`config.mk`:
```
export PLATFORM = sky130hd
export DESIGN_NAME = uart_alu_ctrl
export DESIGN_NICKNAME = d
export VERILOG_FILES = /design/src/rtl/uart_alu_pkg.sv /design/src/rtl/frame_timeout.sv /design/src/rtl/uart_alu_ctrl.sv
export SDC_FILE = /design/constraint.sdc
export NUM_CORES = 1
export LEC_CHECK = 0
export BUFFER_PORTS_ARGS = -buffer_cell sky130_fd_sc_hd__buf_2
export CORE_ASPECT_RATIO = 0.9
export CORE_MARGIN = 10
export CORE_UTILIZATION = 50
export DETAILED_ROUTE_END_ITERATION = 10
export GPL_TIMING_DRIVEN = 0
export PLACE_DENSITY = 0.87
export SYNTH_ARGS = -nofsm -noshare
export SYNTH_HDL_FRONTEND = slang
export SYNTH_SLANG_ARGS = --single-unit
```
`constraint.sdc`:
```
create_clock -name i_clk -period 2 [get_ports i_clk]
set_input_delay 0.2 -clock i_clk [delete_from_list [all_inputs] [get_ports i_clk]]
set_output_delay 0.2 -clock i_clk [all_outputs]
set_load 0.02 [all_outputs]
```
`src/rtl/uart_alu_pkg.sv`:
```
// Shared types and defaults for the UART-driven ALU controller.
package uart_alu_pkg;

  localparam int unsigned NB_DATA_DEF       = 8;
  localparam int unsigned NB_OP_DEF         = 6;
  // 4 frames of 10 bits at 16 ticks per bit
  localparam int unsigned TIMEOUT_TICKS_DEF = 640;
  localparam int unsigned TMR_W             = 16;

  // One-hot controller states
  typedef enum logic [4:0] {
    StWaitA  = 5'b00001,
    StWaitB  = 5'b00010,
    StWaitOp = 5'b00100,
    StExec   = 5'b01000,
    StWaitTx = 5'b10000
  } state_e;

  // States in which the controller owns the result and refuses new bytes
  function automatic logic is_busy(input state_e st);
    return (st == StExec) || (st == StWaitTx);
  endfunction

endpackage

```
`src/rtl/frame_timeout.sv`:
```
// Inter-byte timeout counter: counts baud ticks while enabled, flags the expiring tick.
module frame_timeout
  import uart_alu_pkg::*;
#(
  parameter int unsigned TIMEOUT_TICKS = TIMEOUT_TICKS_DEF,
  parameter int unsigned CNT_W         = TMR_W
) (
  input  logic i_clk,
  input  logic i_reset,
  input  logic i_clear,
  input  logic i_enable,
  input  logic i_tick,
  output logic o_expired
);

  localparam logic [CNT_W-1:0] LAST = CNT_W'(TIMEOUT_TICKS - 1);

  logic [CNT_W-1:0] cnt_d, cnt_q;

  // Clear wins over counting; the owner clears on every state change.
  always_comb begin
    cnt_d = cnt_q;
    if (i_clear) begin
      cnt_d = '0;
    end else if (i_enable && i_tick) begin
      cnt_d = cnt_q + 1'b1;
    end
  end

  // Expiry is the tick that would take the count past its last value.
  always_comb begin
    o_expired = i_enable && i_tick && (cnt_q == LAST);
  end

  // Counter register
  always_ff @(posedge i_clk or posedge i_reset) begin
    if (i_reset) begin
      cnt_q <= '0;
    end else begin
      cnt_q <= cnt_d;
    end
  end

endmodule

```
`src/rtl/uart_alu_ctrl.sv`:
```
// Collects operand A, operand B and opcode bytes from a UART receiver, launches the
// ALU result back through the transmitter, and guards against stalls and overruns.
module uart_alu_ctrl
  import uart_alu_pkg::*;
#(
  parameter int unsigned NB_DATA       = NB_DATA_DEF,
  parameter int unsigned NB_OP         = NB_OP_DEF,
  parameter int unsigned TIMEOUT_TICKS = TIMEOUT_TICKS_DEF
) (
  input  logic               i_clk,
  input  logic               i_reset,
  input  logic               i_tick,
  input  logic               i_rx_done_tick,
  input  logic [NB_DATA-1:0] i_rx_data,
  input  logic [NB_DATA-1:0] i_alu_result,
  input  logic               i_tx_done_tick,
  output logic [NB_DATA-1:0] o_alu_a,
  output logic [NB_DATA-1:0] o_alu_b,
  output logic [NB_OP-1:0]   o_alu_op,
  output logic               o_tx_start,
  output logic [NB_DATA-1:0] o_tx_data,
  output logic               o_busy,
  output logic               o_timeout,
  output logic               o_overrun
);

  state_e             state_d, state_q;
  logic [NB_DATA-1:0] a_d, a_q;
  logic [NB_DATA-1:0] b_d, b_q;
  logic [NB_OP-1:0]   op_d, op_q;
  logic [NB_DATA-1:0] tx_data_d, tx_data_q;
  logic               tx_start_d, tx_start_q;
  logic               busy_d, busy_q;
  logic               timeout_d, timeout_q;
  logic               illegal;
  logic               tmr_clear;
  logic               tmr_enable;
  logic               tmr_expired;

  // Next-state and datapath capture; a received byte always beats a same-cycle expiry.
  always_comb begin
    state_d   = state_q;
    a_d       = a_q;
    b_d       = b_q;
    op_d      = op_q;
    tx_data_d = tx_data_q;
    timeout_d = 1'b0;
    illegal   = 1'b0;
    unique case (state_q)
      StWaitA: begin
        if (i_rx_done_tick) begin
          a_d     = i_rx_data;
          state_d = StWaitB;
        end
      end
      StWaitB: begin
        if (i_rx_done_tick) begin
          b_d     = i_rx_data;
          state_d = StWaitOp;
        end else if (tmr_expired) begin
          state_d   = StWaitA;
          timeout_d = 1'b1;
        end
      end
      StWaitOp: begin
        if (i_rx_done_tick) begin
          op_d    = i_rx_data[NB_OP-1:0];
          state_d = StExec;
        end else if (tmr_expired) begin
          state_d   = StWaitA;
          timeout_d = 1'b1;
        end
      end
      StExec: begin
        tx_data_d = i_alu_result;
        state_d   = StWaitTx;
      end
      StWaitTx: begin
        if (i_tx_done_tick) begin
          state_d = StWaitA;
        end
      end
      default: begin
        state_d = StWaitA;
        illegal = 1'b1;
      end
    endcase
  end

  // Registered status outputs track the state being entered.
  always_comb begin
    tx_start_d = (state_d == StExec);
    busy_d     = is_busy(state_d);
  end

  // Timer control; a byte dropped while busy clears an already-idle counter, which is harmless.
  always_comb begin
    tmr_clear  = i_rx_done_tick || (state_d != state_q) || illegal;
    tmr_enable = (state_q == StWaitB) || (state_q == StWaitOp);
  end

  // Dropped-byte flag must appear in the same cycle as the offending done tick.
  always_comb begin
    o_overrun = i_rx_done_tick && is_busy(state_q);
  end

  frame_timeout #(
    .TIMEOUT_TICKS(TIMEOUT_TICKS),
    .CNT_W        (TMR_W)
  ) u_frame_timeout (
    .i_clk    (i_clk),
    .i_reset  (i_reset),
    .i_clear  (tmr_clear),
    .i_enable (tmr_enable),
    .i_tick   (i_tick),
    .o_expired(tmr_expired)
  );

  // FSM state, operand/result registers and registered outputs
  always_ff @(posedge i_clk or posedge i_reset) begin
    if (i_reset) begin
      state_q    <= StWaitA;
      a_q        <= '0;
      b_q        <= '0;
      op_q       <= '0;
      tx_data_q  <= '0;
      tx_start_q <= 1'b0;
      busy_q     <= 1'b0;
      timeout_q  <= 1'b0;
    end else begin
      state_q    <= state_d;
      a_q        <= a_d;
      b_q        <= b_d;
      op_q       <= op_d;
      tx_data_q  <= tx_data_d;
      tx_start_q <= tx_start_d;
      busy_q     <= busy_d;
      timeout_q  <= timeout_d;
    end
  end

  assign o_alu_a    = a_q;
  assign o_alu_b    = b_q;
  assign o_alu_op   = op_q;
  assign o_tx_data  = tx_data_q;
  assign o_tx_start = tx_start_q;
  assign o_busy     = busy_q;
  assign o_timeout  = timeout_q;

endmodule

```
## Yosys cells after proc, flatten, opt, wreduce, memory -nomap -nowiden

Cells that the tools add are included.
Widths: inputs -> output; s select.

- Register bits: 54
- Output and inout bits: 34

- $add $sub $neg: 1
- Equality and inequality tests: 9
- Multiplexer cells: 12
- Reduce and logical (&&, ||, !) cells: 14

Operator list:

| kind | count |
|---|---|
| $mux 16 | 2 |
| $mux 5 | 5 |
| $pmux 5 s5 | 1 |
| $add 16x1->16 const B | 1 |
| $eq 16x10->1 const B | 1 |
| $eq 5x4->1 const B | 2 |
| $eq 5x5->1 const B | 2 |
| $reduce_and 2->1 | 3 |
| $eq 5x1->1 const B | 1 |
| $eq 5x2->1 const B | 1 |
| $eq 5x3->1 const B | 1 |
| $logic_or 1x1->1 | 5 |
| $ne 5x5->1 | 1 |
| $reduce_or 5->1 | 1 |
| $mux 1 | 4 |
| $logic_and 1x1->1 | 3 |
| $reduce_bool 2->1 | 1 |
| $reduce_or 2->1 | 1 |

## Depth between registers and ports, before layout

- Depth in word-level cells: 11
- Gate-level depth with buffers: 7
- Mapped depth without buffers: 6

## Modules after synthesis

A second synthesis with hierarchy kept.

- Cells, all modules: 217
- Area, all modules: 2519.9 µm²

By module, submodules not included:

| module | times used | cells an instance | area an instance (µm²) | seq. area each (µm²) |
|---|---|---|---|---|
| uart_alu_ctrl | 1 | 132 | 1697.9 | 952.2 |
| frame_timeout | 1 | 85 | 822.0 | 400.4 |

## Worst setup path before layout

No wires, ideal clock.

- Kind: reg-to-reg
- Start: reg u_frame_timeout.cnt_q[0]
- End: reg u_frame_timeout.cnt_q[0]
- Setup time: 0.130 ns
- Arrival: 1.581 ns
- Path slack: 0.289 ns
- Stages on the path, launching flop included: 7
- Buffers on the path: 0
- Clock period less this slack: 1.711 ns
- Path through: dfrtp_1 -> ha_1 -> and4bb_2 -> nand4_1 -> or3_1 -> a21oi_2 -> nor3_1

- Cells in the longest elaborated chain, start to end: 9

RTL lines:

| element | RTL line | text |
|---|---|---|
| start: declaration | frame_timeout.sv:18 | `logic [CNT_W-1:0] cnt_d, cnt_q;` |
| start signal: assignment | frame_timeout.sv:40 | `cnt_q <= cnt_d;` |
| $eq 16x10->1 | frame_timeout.sv:32 | `o_expired = i_enable && i_tick && (cnt_q == LAST);` |
| $logic_and 1x1->1 | frame_timeout.sv:32 |  |
| $mux 5 | uart_alu_ctrl.sv:60, uart_alu_ctrl.sv:69 |  |
| $mux 5 (on tied branches) | uart_alu_ctrl.sv:66, uart_alu_ctrl.sv:57 |  |
| $pmux 5 s5 | uart_alu_ctrl.sv:49 | `unique case (state_q)` |
| $ne 5x5->1 | uart_alu_ctrl.sv:98 | `tmr_clear = i_rx_done_tick \|\| (state_d != state_q) \|\| illegal;` |
| $logic_or 1x1->1 (2 in a row) | uart_alu_ctrl.sv:98 |  |
| $mux 16 or $reduce_bool 2->1 (tied branches) | n/a |  |

Several ways; a longest one is shown, not always the timed one. The select of a mux whose other input is x is not followed.
A chain may end at the register's enable or synchronous reset.

## Worst setup path after layout

- Start: reg u_frame_timeout.cnt_q[0]
- End: reg u_frame_timeout.cnt_q[7]

Same word-level chain as after synthesis.

==> impl_metrics.env <==
export IMPL_port_buffers=54
export IMPL_fin_nets=295
export IMPL_post_route_min_period_ns=1.85
export IMPL_vias_per_cell=5.22
export IMPL_irDropWorstVdd_mv=0.933
export IMPL_pwr_share_seq_pct=41.4
export IMPL_cts_htree_levels=2
export IMPL_cp_max_fo=6
export IMPL_p_sw_w=0.00146
export IMPL_arrival_ns=2.04
export IMPL_antenna_found_initial=0
export IMPL_synth_cells=210
export IMPL_startpoint_type="flip-flop"
export IMPL_hpwlAfterDp_mm=4.09
export IMPL_clkSinkCount=54
export IMPL_grt_pass1_vias=1963
export IMPL_synth_area_um2=2460
export IMPL_io_pins=55
export IMPL_diodes=0
export IMPL_ys_seq_elements=54
export IMPL_intPower_w=0.00230
export IMPL_grt_max_degree=34
export IMPL_cp_top_family="simple AND/OR/NAND/NOR gates"
export IMPL_cts_tree="done"
export IMPL_grt_usage_pct=14.4
export IMPL_worstSetupPathType="reg2reg"
export IMPL_multi_input_area_um2=1060
export IMPL_worstHoldPathType="in2reg"
export IMPL_dr_first_iter_drc_count=116
export IMPL_seq_area_frac_synth_pct=55.0
export IMPL_crit_path_top_delay_cell="or3_4"
export IMPL_setup_violations=0
export IMPL_core_um2=4800
export IMPL_final_hold_viol_count=0
export IMPL_clk_path_buf_depth=2
export IMPL_grt_pass1_wl_mm=9.45
export IMPL_avgRoutedWirePerCell_um=15.9
export IMPL_synth_warnings=0
export IMPL_stdcell_area_um2=2960
export IMPL_fmax_ghz=0.540
export IMPL_post_route_period_util_pct=92.5
export IMPL_clockRootBuffer="clkbuf_8"
export IMPL_slowest_delay_ns=0.44
export IMPL_drive_gt1_share_pct=41.6
export IMPL_p_leak_nw=1.38
export IMPL_via_count=1769
export IMPL_cp_num_buf_inv=0
export IMPL_ys_flop_type="dfrtp_1"
export IMPL_p_total_w=0.00376
export IMPL_start_util_pct=51.1
export IMPL_clkLatencyLatePin_ns=0.31
export IMPL_routabilityCongestion=0.861
export IMPL_slew_headroom_pct=68.5
export IMPL_final_core_util_pct=61.6
export IMPL_syn_to_final_growth_pct=20.4
export IMPL_overflow=0
export IMPL_fp_dieW_um=93.9
export IMPL_cellPowerDensity_nw_per_um2=1270
export IMPL_pwr_share_comb_pct=41.8
export IMPL_synth_nets=232
export IMPL_postRouteAntennaNets=0
export IMPL_cp_end_kind="flip-flop"
export IMPL_drv_cap=0
export IMPL_status="finished, final reports clean"
export IMPL_synth_cell_types=35
export IMPL_required_ns=2.19
export IMPL_crit_chain="ha_1 -> and4bb_2 -> nand4_1 -> or3_4 -> a21oi_4 -> nor3_1"
export IMPL_cts_buffers=5
export IMPL_post_route_drc_count=0
export IMPL_ys_async_sr_fraction_pct=100
export IMPL_place_area_um2=2830
export IMPL_rsz0062_at_grt="false"
export IMPL_clkPwrFrac_pct=16.8
export IMPL_fillers=381
export IMPL_swShare_pct=38.8
export IMPL_wirelength_mm=5.38
export IMPL_maxSlewViolCount=0
export IMPL_avgSynthCellArea_um2=11.7
export IMPL_tightestPinTransition_ns=0.472
export IMPL_firstDrtPassIters=4
export IMPL_stdcell_count=339
export IMPL_post_cts_buffers=0
export IMPL_row_count=24
export IMPL_regArea_um2=1350
export IMPL_clock_skew_ns=0.00980
export IMPL_die_area_um2=8120
export IMPL_die_y_um=86.5
export IMPL_synth_edf_count=0
export IMPL_clk_pin_slew_ns=0.10
export IMPL_dp_cells=330
[cell usage after synthesis, types with 2 or more instances]
master / number / area, um2
xor2_1: 5 / 43.8
nor4_1: 7 / 43.8
buf_4: 3 / 22.5
nor2b_1: 3 / 18.8
nand4_1: 4 / 25.0
inv_1: 3 / 11.3
buf_2: 6 / 30.0
a21oi_1: 3 / 15.0
o21ai_0: 4 / 20.0
nor2_1: 19 / 71.3
nand3_1: 6 / 30.0
and3_1: 7 / 43.8
xnor2_1: 12 / 105
nor3_1: 14 / 70.1
mux2_2: 30 / 338
dfrtp_1: 53 / 1330
or3_1: 2 / 12.5
nand2_1: 12 / 45.0
[sequential cells by signal, indices dropped and copies added (netlist names)]
| register | cells |
|---|---|
| o_alu_a | 8 |
| o_alu_b | 8 |
| o_alu_op | 6 |
| o_busy | 1 |
| o_timeout | 1 |
| o_tx_data | 8 |
| o_tx_start | 1 |
| state_q | 5 |
| u_frame_timeout.cnt_q | 16 |
[timing repair]
action	4_1_cts	5_1_grt
hold endpoints to repair	21	0
endpoints found under the setup margin	0	16
hold buffers	1	0
resized for setup	0	4
[final cells by class]
cell class	count	share of cell area (%)
buffer	9	1.78
clock buffer	5	2.33
clock inverter	3	0.973
inverter	3	0.381
multi-input combinational	144	35.9
sequential	54	45.7
tap	65	2.75
timing repair buffer	56	10.1
[per-stage QoR]
stage	TNS, ns	hold WS, ns	setup WS [ns]
after floorplan	0	0.351	0.289
after global placement	-6.18	0.431	-0.119
after detailed placement	0	0.249	0.0622
after CTS	0	0.110	0.0359
after global routing	0	0.107	0.0113
final	0	0.119	0.150
[cell families after synthesis]
kind of cell	synth area share, %
DFF	55.0
and+or+nand+nor	18.1
buffers and inverters	2.60
xor gates and xnor gates	6.72
muxes	14.2
adders and majority gates	0.509
AOI/OAI and AO/OA	2.90
[power by group through the flow]
stage / logic (W) / clock network [W] / registers [W]
5_1_grt: 0.00170 / 0.000702 / 0.00160
2_1_floorplan: 0.000685 / 0 / 0.00194
6_report: 0.00157 / 0.000630 / 0.00156
3_5_place_dp: 0.00156 / 0 / 0.00159
3_3_place_gp: 0.00152 / 0 / 0.00156
4_1_cts: 0.00157 / 0.000648 / 0.00156
[cells in the final DEF, fill, tap and decap left out, drive strengths merged, types with 2 or more instances in the layout]
cell    synthesis  final
nor4            7      7
xnor2          12     12
nand4           5      5
inv             3      4
clkinv          0      2
a21oi           4      4
clkbuf          0      5
xor2            6      6
or3             2      2
nor2           19     19
dfrtp          53     53
mux2           30     30
nor2b           3      3
nand2          12     12
nand3           7      7
and3            7      7
buf             9     64
nor3           15     15
o21ai           5      5
[per-layer routing]
layer  track usage (%)  vias to the layer above  share of wire, %
met1              16.6                      850                41
met5                 0                        -                 0
met4              5.52                        0               2.0
met2              24.0                       51                51
met3              4.93                        9               6.1
li1                  -                      859                 -
[worst paths after layout]
| path | from | end | depth (start not counted) | slack (ns) |
|---|---|---|---|---|
| min in group asynchronous | i_reset | o_tx_data[2]$_DFFE_PP0N_ | 3 | 0.45 |
| worst max-delay path | u_frame_timeout.cnt_q[0]$_DFFE_PP0P_ | u_frame_timeout.cnt_q[7]$_DFFE_PP0P_ | 6 | 0.15 |
| worst min register to register | o_tx_data[4]$_DFFE_PP0N_ | o_tx_data[4]$_DFFE_PP0N_ | 1 | 0.51 |
| max in group asynchronous | i_reset | state_q[0]$_DFF_PP1_ | 4 | 0.95 |
| worst max register to register | u_frame_timeout.cnt_q[0]$_DFFE_PP0P_ | u_frame_timeout.cnt_q[7]$_DFFE_PP0P_ | 6 | 0.15 |
| worst min-delay path | i_alu_result[5] | o_tx_data[5]$_DFFE_PP0N_ | 2 | 0.12 |
(Power assumes the default switching activity.)
